`config.mk`:
```
export PLATFORM = sky130hd
export DESIGN_NAME = float_accumulator_flat
export DESIGN_NICKNAME = d
export VERILOG_FILES = /design/src/rtl/float_pkg.sv /design/src/rtl/float_accumulator_if.sv /design/src/rtl/float_unpack.sv /design/src/rtl/float_accumulator.sv /design/src/flat_wrapper.sv
export SDC_FILE = /design/constraint.sdc
export NUM_CORES = 1
export LEC_CHECK = 0
export CAP_MARGIN = 20
export CORE_ASPECT_RATIO = 0.9
export CORE_MARGIN = 2
export CORE_UTILIZATION = 67
export DETAILED_ROUTE_END_ITERATION = 10
export PLACE_DENSITY = 0.88
export SLEW_MARGIN = 15
export SYNTH_ARGS = -nofsm -noshare
export SYNTH_HDL_FRONTEND = slang
export SYNTH_SLANG_ARGS = --single-unit
export TNS_END_PERCENT = 50
```
`constraint.sdc`:
```
create_clock -name clk -period 4.8 [get_ports clk]
set_input_delay 0.48 -clock clk [delete_from_list [all_inputs] [get_ports clk]]
set_output_delay 0.48 -clock clk [all_outputs]
set_load 0.02 [all_outputs]
```
`src/rtl/float_pkg.sv`:
```
// Shared constants, state encoding and helpers for the float accumulator.
package float_pkg;

    localparam int DEF_BIT_WIDTH = 32;
    localparam int DEF_M_WIDTH   = 23;
    localparam int DEF_E_WIDTH   = 8;
    localparam int GUARD_BITS    = 3;

    // Canonical special values for the default 32-bit format.
    localparam logic [31:0] CANON_NAN = 32'h7FC0_0000;
    localparam logic [31:0] POS_INF   = 32'h7F80_0000;
    localparam logic [31:0] NEG_INF   = 32'hFF80_0000;

    typedef enum logic [2:0] {
        IDLE,
        ALIGN,
        ADD,
        NORM,
        CHECK,
        DONE
    } state_t;

    // Exponent bias for a given exponent width.
    function automatic int bias(input int e_width);
        return (1 << (e_width - 1)) - 1;
    endfunction

endpackage

```
`src/rtl/float_accumulator_if.sv`:
```
// Input operand stream and output sum stream of the accumulator.
interface float_accumulator_if
    import float_pkg::*;
#(
    parameter int BIT_WIDTH = DEF_BIT_WIDTH
);
    logic                 recv_val;
    logic                 recv_rdy;
    logic [BIT_WIDTH-1:0] recv_msg;
    logic                 recv_last;
    logic                 send_val;
    logic                 send_rdy;
    logic [BIT_WIDTH-1:0] send_msg;

    modport master (
        output recv_val, recv_msg, recv_last, send_rdy,
        input  recv_rdy, send_val, send_msg
    );

    modport slave (
        input  recv_val, recv_msg, recv_last, send_rdy,
        output recv_rdy, send_val, send_msg
    );
endinterface

```
`src/rtl/float_unpack.sv`:
```
// Splits a packed float into sign, exponent and a working mantissa
// (hidden bit + stored bits + guard zeros) and classifies it.
module float_unpack
    import float_pkg::*;
#(
    parameter int BIT_WIDTH = DEF_BIT_WIDTH,
    parameter int M_WIDTH   = DEF_M_WIDTH,
    parameter int E_WIDTH   = DEF_E_WIDTH
) (
    input  logic [BIT_WIDTH-1:0]             word,
    output logic                             sign,
    output logic [E_WIDTH-1:0]               exp,
    output logic [M_WIDTH+GUARD_BITS:0]      man,
    output logic                             is_zero,
    output logic                             is_inf,
    output logic                             is_nan
);
    logic [M_WIDTH-1:0] frac;

    // Field extraction; exponent 0 flushes the value (and any subnormal) to zero.
    always_comb begin
        sign    = word[BIT_WIDTH-1];
        exp     = word[BIT_WIDTH-2 -: E_WIDTH];
        frac    = word[M_WIDTH-1:0];
        is_zero = (exp == '0);
        is_inf  = (exp == '1) && (frac == '0);
        is_nan  = (exp == '1) && (frac != '0);
        man     = is_zero ? '0 : {1'b1, frac, {GUARD_BITS{1'b0}}};
    end
endmodule

```
`src/rtl/float_accumulator.sv`:
```
// Multi-cycle floating-point accumulator: align / add / normalize per term,
// emits the running total after the term tagged last.
module float_accumulator
    import float_pkg::*;
#(
    parameter int BIT_WIDTH = DEF_BIT_WIDTH,
    parameter int M_WIDTH   = DEF_M_WIDTH,
    parameter int E_WIDTH   = DEF_E_WIDTH
) (
    input  logic               clk,
    input  logic               reset,
    float_accumulator_if.slave bus
);
    localparam int MAN_W     = 1 + M_WIDTH + GUARD_BITS;
    localparam int SUM_W     = MAN_W + 1;
    localparam int ALIGN_MAX = M_WIDTH + GUARD_BITS;
    localparam int CNT_W     = $clog2(ALIGN_MAX + 2);
    localparam logic [E_WIDTH-1:0]   EXP_MAX  = '1;
    localparam logic [E_WIDTH-1:0]   EXP_TOP  = EXP_MAX - 1'b1;
    localparam logic [BIT_WIDTH-1:0] NAN_WORD = {1'b0, {E_WIDTH{1'b1}}, 1'b1, {(M_WIDTH-1){1'b0}}};

    state_t                 state_reg, state_next;
    logic [BIT_WIDTH-1:0]   acc_reg, acc_next;
    logic [BIT_WIDTH-1:0]   send_msg_reg, send_msg_next;
    logic                   last_reg, last_next;
    logic                   a_sign_reg, a_sign_next, b_sign_reg, b_sign_next;
    logic [E_WIDTH-1:0]     a_exp_reg, a_exp_next, b_exp_reg, b_exp_next;
    logic [MAN_W-1:0]       a_man_reg, a_man_next, b_man_reg, b_man_next;
    logic [SUM_W-1:0]       sum_reg, sum_next;
    logic                   res_sign_reg, res_sign_next;
    logic [E_WIDTH-1:0]     res_exp_reg, res_exp_next;
    logic [CNT_W-1:0]       align_cnt_reg, align_cnt_next;

    logic                   acc_sign, op_sign;
    logic [E_WIDTH-1:0]     acc_exp, op_exp;
    logic [MAN_W-1:0]       acc_man, op_man;
    logic                   acc_zero, acc_inf, acc_nan;
    logic                   op_zero, op_inf, op_nan;
    logic                   unused_zero_flags;

    logic                   xfer;
    logic                   a_small;
    logic [E_WIDTH-1:0]     exp_diff;
    logic                   align_last;

    float_unpack #(.BIT_WIDTH(BIT_WIDTH), .M_WIDTH(M_WIDTH), .E_WIDTH(E_WIDTH)) u_unpack_acc (
        .word(acc_reg), .sign(acc_sign), .exp(acc_exp), .man(acc_man),
        .is_zero(acc_zero), .is_inf(acc_inf), .is_nan(acc_nan)
    );

    float_unpack #(.BIT_WIDTH(BIT_WIDTH), .M_WIDTH(M_WIDTH), .E_WIDTH(E_WIDTH)) u_unpack_op (
        .word(bus.recv_msg), .sign(op_sign), .exp(op_exp), .man(op_man),
        .is_zero(op_zero), .is_inf(op_inf), .is_nan(op_nan)
    );

    // Zero operands need no special path: a zero mantissa aligns and adds naturally.
    assign unused_zero_flags = acc_zero ^ op_zero;

    assign bus.recv_rdy = (state_reg == IDLE) && reset;
    assign bus.send_val = (state_reg == DONE);
    assign bus.send_msg = send_msg_reg;
    assign xfer         = bus.recv_val && bus.recv_rdy;

    // State and datapath registers; reset abandons any group in flight.
    always_ff @(posedge clk) begin
        if (!reset) begin
            state_reg     <= IDLE;
            acc_reg       <= '0;
            send_msg_reg  <= '0;
            last_reg      <= 1'b0;
            a_sign_reg    <= 1'b0;
            b_sign_reg    <= 1'b0;
            a_exp_reg     <= '0;
            b_exp_reg     <= '0;
            a_man_reg     <= '0;
            b_man_reg     <= '0;
            sum_reg       <= '0;
            res_sign_reg  <= 1'b0;
            res_exp_reg   <= '0;
            align_cnt_reg <= '0;
        end else begin
            state_reg     <= state_next;
            acc_reg       <= acc_next;
            send_msg_reg  <= send_msg_next;
            last_reg      <= last_next;
            a_sign_reg    <= a_sign_next;
            b_sign_reg    <= b_sign_next;
            a_exp_reg     <= a_exp_next;
            b_exp_reg     <= b_exp_next;
            a_man_reg     <= a_man_next;
            b_man_reg     <= b_man_next;
            sum_reg       <= sum_next;
            res_sign_reg  <= res_sign_next;
            res_exp_reg   <= res_exp_next;
            align_cnt_reg <= align_cnt_next;
        end
    end

    // Next-state and datapath logic for the align / add / normalize sequence.
    always_comb begin
        state_next     = state_reg;
        acc_next       = acc_reg;
        send_msg_next  = send_msg_reg;
        last_next      = last_reg;
        a_sign_next    = a_sign_reg;
        b_sign_next    = b_sign_reg;
        a_exp_next     = a_exp_reg;
        b_exp_next     = b_exp_reg;
        a_man_next     = a_man_reg;
        b_man_next     = b_man_reg;
        sum_next       = sum_reg;
        res_sign_next  = res_sign_reg;
        res_exp_next   = res_exp_reg;
        align_cnt_next = align_cnt_reg;

        a_small    = (a_exp_reg < b_exp_reg);
        exp_diff   = a_small ? (b_exp_reg - a_exp_reg) : (a_exp_reg - b_exp_reg);
        // Final align step: exponents one apart, or the shift budget is spent.
        align_last = (exp_diff == E_WIDTH'(1)) || (align_cnt_reg == CNT_W'(ALIGN_MAX));

        case (state_reg)
            IDLE: begin
                if (xfer) begin
                    last_next      = bus.recv_last;
                    a_sign_next    = acc_sign;
                    a_exp_next     = acc_exp;
                    a_man_next     = acc_man;
                    b_sign_next    = op_sign;
                    b_exp_next     = op_exp;
                    b_man_next     = op_man;
                    align_cnt_next = '0;
                    if (acc_nan || op_nan || acc_inf || op_inf) begin
                        if (acc_nan || op_nan || (acc_inf && op_inf && (acc_sign != op_sign)))
                            acc_next = NAN_WORD;
                        else if (!acc_inf)
                            acc_next = {op_sign, EXP_MAX, {M_WIDTH{1'b0}}};
                        state_next = CHECK;
                    end else if (acc_exp == op_exp) begin
                        state_next = ADD;
                    end else begin
                        state_next = ALIGN;
                    end
                end
            end
            ALIGN: begin
                align_cnt_next = align_cnt_reg + 1'b1;
                if (a_small) begin
                    a_man_next = (exp_diff > E_WIDTH'(ALIGN_MAX)) ? '0 : (a_man_reg >> 1);
                    a_exp_next = align_last ? b_exp_reg : (a_exp_reg + 1'b1);
                end else begin
                    b_man_next = (exp_diff > E_WIDTH'(ALIGN_MAX)) ? '0 : (b_man_reg >> 1);
                    b_exp_next = align_last ? a_exp_reg : (b_exp_reg + 1'b1);
                end
                if (align_last)
                    state_next = ADD;
            end
            ADD: begin
                res_exp_next = a_exp_reg;
                if (a_sign_reg == b_sign_reg) begin
                    sum_next      = {1'b0, a_man_reg} + {1'b0, b_man_reg};
                    res_sign_next = a_sign_reg;
                end else if (a_man_reg >= b_man_reg) begin
                    sum_next      = {1'b0, a_man_reg} - {1'b0, b_man_reg};
                    res_sign_next = a_sign_reg;
                end else begin
                    sum_next      = {1'b0, b_man_reg} - {1'b0, a_man_reg};
                    res_sign_next = b_sign_reg;
                end
                state_next = NORM;
            end
            NORM: begin
                if (sum_reg == '0) begin
                    acc_next   = '0;
                    state_next = CHECK;
                end else if (sum_reg[SUM_W-1]) begin
                    if (res_exp_reg == EXP_TOP)
                        acc_next = {res_sign_reg, EXP_MAX, {M_WIDTH{1'b0}}};
                    else
                        acc_next = {res_sign_reg, res_exp_reg + 1'b1, sum_reg[SUM_W-2 -: M_WIDTH]};
                    state_next = CHECK;
                end else if (sum_reg[MAN_W-1]) begin
                    acc_next   = {res_sign_reg, res_exp_reg, sum_reg[MAN_W-2 -: M_WIDTH]};
                    state_next = CHECK;
                end else if (res_exp_reg == E_WIDTH'(1)) begin
                    acc_next   = '0;
                    state_next = CHECK;
                end else begin
                    sum_next     = sum_reg << 1;
                    res_exp_next = res_exp_reg - 1'b1;
                end
            end
            CHECK: begin
                if (last_reg) begin
                    send_msg_next = acc_reg;
                    state_next    = DONE;
                end else begin
                    state_next = IDLE;
                end
            end
            DONE: begin
                if (bus.send_rdy) begin
                    acc_next   = '0;
                    state_next = IDLE;
                end
            end
            default: state_next = IDLE;
        endcase
    end
endmodule

```
`src/flat_wrapper.sv`:
```
// flat-port wrapper written by rule: the top's interface ports become plain ports
module float_accumulator_flat import float_pkg::*;
#(
    parameter int BIT_WIDTH = DEF_BIT_WIDTH,
    parameter int M_WIDTH   = DEF_M_WIDTH,
    parameter int E_WIDTH   = DEF_E_WIDTH
)
  (clk, reset, bus_recv_val, bus_recv_msg, bus_recv_last, bus_send_rdy, bus_recv_rdy, bus_send_val, bus_send_msg);
  float_accumulator_if #(.BIT_WIDTH(BIT_WIDTH)) bus_i ();
  input  logic clk;
  input  logic reset;
  input wire logic [$bits(bus_i.recv_val)-1:0] bus_recv_val;
  input wire logic [$bits(bus_i.recv_msg)-1:0] bus_recv_msg;
  input wire logic [$bits(bus_i.recv_last)-1:0] bus_recv_last;
  input wire logic [$bits(bus_i.send_rdy)-1:0] bus_send_rdy;
  output wire logic [$bits(bus_i.recv_rdy)-1:0] bus_recv_rdy;
  output wire logic [$bits(bus_i.send_val)-1:0] bus_send_val;
  output wire logic [$bits(bus_i.send_msg)-1:0] bus_send_msg;
  assign bus_i.recv_val = bus_recv_val;
  assign bus_i.recv_msg = bus_recv_msg;
  assign bus_i.recv_last = bus_recv_last;
  assign bus_i.send_rdy = bus_send_rdy;
  assign bus_recv_rdy = bus_i.recv_rdy;
  assign bus_send_val = bus_i.send_val;
  assign bus_send_msg = bus_i.send_msg;
  float_accumulator #(.BIT_WIDTH(BIT_WIDTH), .M_WIDTH(M_WIDTH), .E_WIDTH(E_WIDTH)) u_core (.clk(clk), .reset(reset), .bus(bus_i));
endmodule
```
==> results.md <==
* DP HPWL at 37,000 µm
* Bufs on Longest Clock Path at 2
* Crit-path max FO at 17
* Relative area change from synthesis to final layout at 10.7%
* Critical setup path kind: register to register
* LEAKAGE at 5.99 nW
* Final Net Count at 2,025
* CP Capture Type: register
* CP cell instances: inv_1 > ha_1 > a21oi_1 > a311oi_1 > o311a_1 > nor2_2 > mux2i_1 > a221oi_1 > mux2i_1 > a21oi_1
* Commonest cells in the synthesized netlist: sky130_fd_sc_hd__nand2_1, sky130_fd_sc_hd__dfxtp_1, sky130_fd_sc_hd__o21ai_0
* Overall fraction of global-route tracks in use at 0.453
* Largest cells by area after synthesis: sky130_fd_sc_hd__dfxtp_1, sky130_fd_sc_hd__ha_1, sky130_fd_sc_hd__o21ai_0
* Class of the tightest hold or removal check: register to register
* Sum Neg Setup Slack at 0 ns
* Detailed router's first-iteration violation count at 2,384
* Die Outline Area at 0.0222 mm²
* Largest vdd supply drop at 0.361 mV
* Warnings from Yosys at 0
* Worst-Skew Late Latency at 0.46 ns
* Routed wire length at 50,400 µm
* Slew Limit Fails at 0
* Post-synthesis area per instance at 7.51 µm²
* Max-cap violations at 0
* Critical path required time at 5.15 ns
* Sequential element share of the synthesized area at 0.259
* Rel. slew slack at 0.314
* Total power density per cell area at 445 mW/mm²
* Worst setup skew after layout at 0.0148 ns
* Least-Margin Pin Slew at 1.03 ns
* Vias after detailed routing at 15,400
* Crit start category: register
* Die Span Y at 141 µm
* Worst-path clk slew at 0.08 ns
* Library cell used as clock root buffer: sky130_fd_sc_hd__clkbuf_16
* Core outline area at 0.0207 mm²
* Ys flop type: sky130_fd_sc_hd__dfxtp_1
* Delay of the slowest critical-path stage at 0.81 ns
* Die X at 157 µm
* Async set-or-reset flop fraction in the synthesized netlist at 0
* Clock tree from TritonCTS: done
* Effective utilization at floorplan at 0.680
* Post-detailed-route count of antenna-violating nets at 0
* Via count of the first global-routing pass at 14,200
* Maximum level of the CTS H-tree at 4
* Proportion of layout cells with a drive suffix above 1 at 0.0640
* Port Buf Inserts at 70
* Post CTS Setup Buffer Count at 0
* Standard cell area after detailed placement at 0.0150 mm²
* Largest area contributor in the synthesized netlist: sky130_fd_sc_hd__dfxtp_1
* Achievable Freq at 247 MHz
* Number of clock sinks seen by CTS at 182
* Count of different cell masters after synthesis at 81
* Number of enable-type register cells in the synthesized netlist at 0
* Post-route minimum period at 4.05 ns
* Clock buffers created by TritonCTS at 17
* Global-route wire length before repair at 78,300 µm
* Result of the run: finished clean
* Synthesized cell area at 0.0141 mm²
* Most common cell in the netlist: sky130_fd_sc_hd__nand2_1
* Routed len/inst at 23.1 µm
* PostCTS Resize Cnt at 0
* Flops & latches, synth at 182
* Number of top-level design ports at 71
* Count of hold-fix buffers inserted at cts at 0
* Finished Cell Area at 0.0156 mm²
* Global-route congestion overflow total at 0
* Final worst path period share at 0.844
* DRC at 0
* Post-synthesis net count at 2,021
* Share of Yosys cell area claimed by the top area cell type at 0.259
* Number of antenna violations at the first check in global routing at 3
* Largest net degree at the start of global routing at 77
* Routed via count divided by cell count at 7.08
* Cell count after synthesis at 1,875
* Hold Violations, Final at 0
* Num rows at 50
* Pre-CTS setup slack at 0.904 ns
* Signal arrival time at the worst endpoint at 4.40 ns
* Unrepaired setup endpoints after global routing: false
* Max stage delay cell, worst path: sky130_fd_sc_hd__nor2_2
* Total of endpoints with negative setup slack in the final report at 0
* First-pass iteration count of the detailed router at 6
* Post-route worst setup slack at 0.749 ns
* Gpl congestion at 1.09
-- cell type report --
type                    count  area (µm²)
fillers                  1539        5120
inverters                 106         398
multi-input cells        1461        9560
clock inverters            15         191
well taps                 286         358
flip-flops and latches    182        3640
clock buffers              17         425
repair buffers            111        1010
diodes                      1        2.50
-- through the flow --
stage                     std cells  hold slack, ns   util  power (mW)
after floorplan                1875           0.445      -        4.25
after global placement         2146           0.449  0.722        5.19
after detailed placement       2146           0.459  0.722        5.25
after CTS                      2178           0.471  0.752        6.74
after global routing           2178           0.492  0.752        7.23
final                          2179           0.468  0.753        6.94
-- worst max-delay path: cells and delay by family, from the launching register on --
| kind | cells | cell delay, ns |
|---|---|---|
| AO/OA/AOI/OAI | 5 | 1.74 |
| adder cells (fa/ha/maj) | 1 | 0.41 |
| buffers and inverters | 1 | 0.07 |
| flip-flops | 1 | 0.42 |
| multiplexers | 2 | 0.49 |
| AND/OR/NAND/NOR | 1 | 0.81 |
-- metal layers --
| metal | routed length, µm | up-vias | share of wire | GRT usage |
|---|---|---|---|---|
| met5 | 13 | - | 0.00026 | 0 |
| met4 | 1920 | 2 | 0.038 | 0.189 |
| met3 | 7140 | 194 | 0.14 | 0.149 |
| met2 | 20900 | 1180 | 0.42 | 0.650 |
| met1 | 20400 | 7181 | 0.40 | 0.621 |
| li1 | - | 6865 | - | - |
-- cells by family after synthesis --
kind of cell	synth area share
mux	0.0261
xor+xnor	0.0249
simple gates	0.205
compound gates	0.320
flops	0.259
buf+inv	0.0648
fa+ha+maj	0.0996
-- power by group --
group | total, mW | switching, mW | leakage [nW] | internal (mW)
logic | 3.49 | 2.27 | 4.21 | 1.22
clock network | 1.51 | 0.796 | 0.299 | 0.718
registers | 1.93 | 0.267 | 1.48 | 1.66
-- path summary, 6_finish.rpt --
kind	end	slack (ns)	start	cells past startpoint
setup / recovery	u_core.sum_reg[24]	0.75	u_core.b_man_reg[4]	10
hold reg to reg	u_core.bus.send_msg[2]	0.47	u_core.bus.send_msg[2]	2
setup reg to reg	u_core.sum_reg[24]	0.75	u_core.b_man_reg[4]	10
hold / removal	u_core.bus.send_msg[2]	0.47	u_core.bus.send_msg[2]	2
-- layout by cell type (no fill, tap or decap), types with 32 or more instances in the layout --
master                              n
sky130_fd_sc_hd__inv_1            106
sky130_fd_sc_hd__a21oi_1          155
sky130_fd_sc_hd__nor2b_1           47
sky130_fd_sc_hd__buf_4             42
sky130_fd_sc_hd__nor2_1           153
sky130_fd_sc_hd__dfxtp_1          182
sky130_fd_sc_hd__o21ai_0          158
sky130_fd_sc_hd__a21o_1            33
sky130_fd_sc_hd__clkdlybuf4s50_1   69
sky130_fd_sc_hd__a221oi_1          32
sky130_fd_sc_hd__nand2_1          186
sky130_fd_sc_hd__nand3_1           32
sky130_fd_sc_hd__ha_1             104
sky130_fd_sc_hd__a21boi_0          37
sky130_fd_sc_hd__nor4_1            34
No activity file was read; power rests on OpenSTA's default activity.
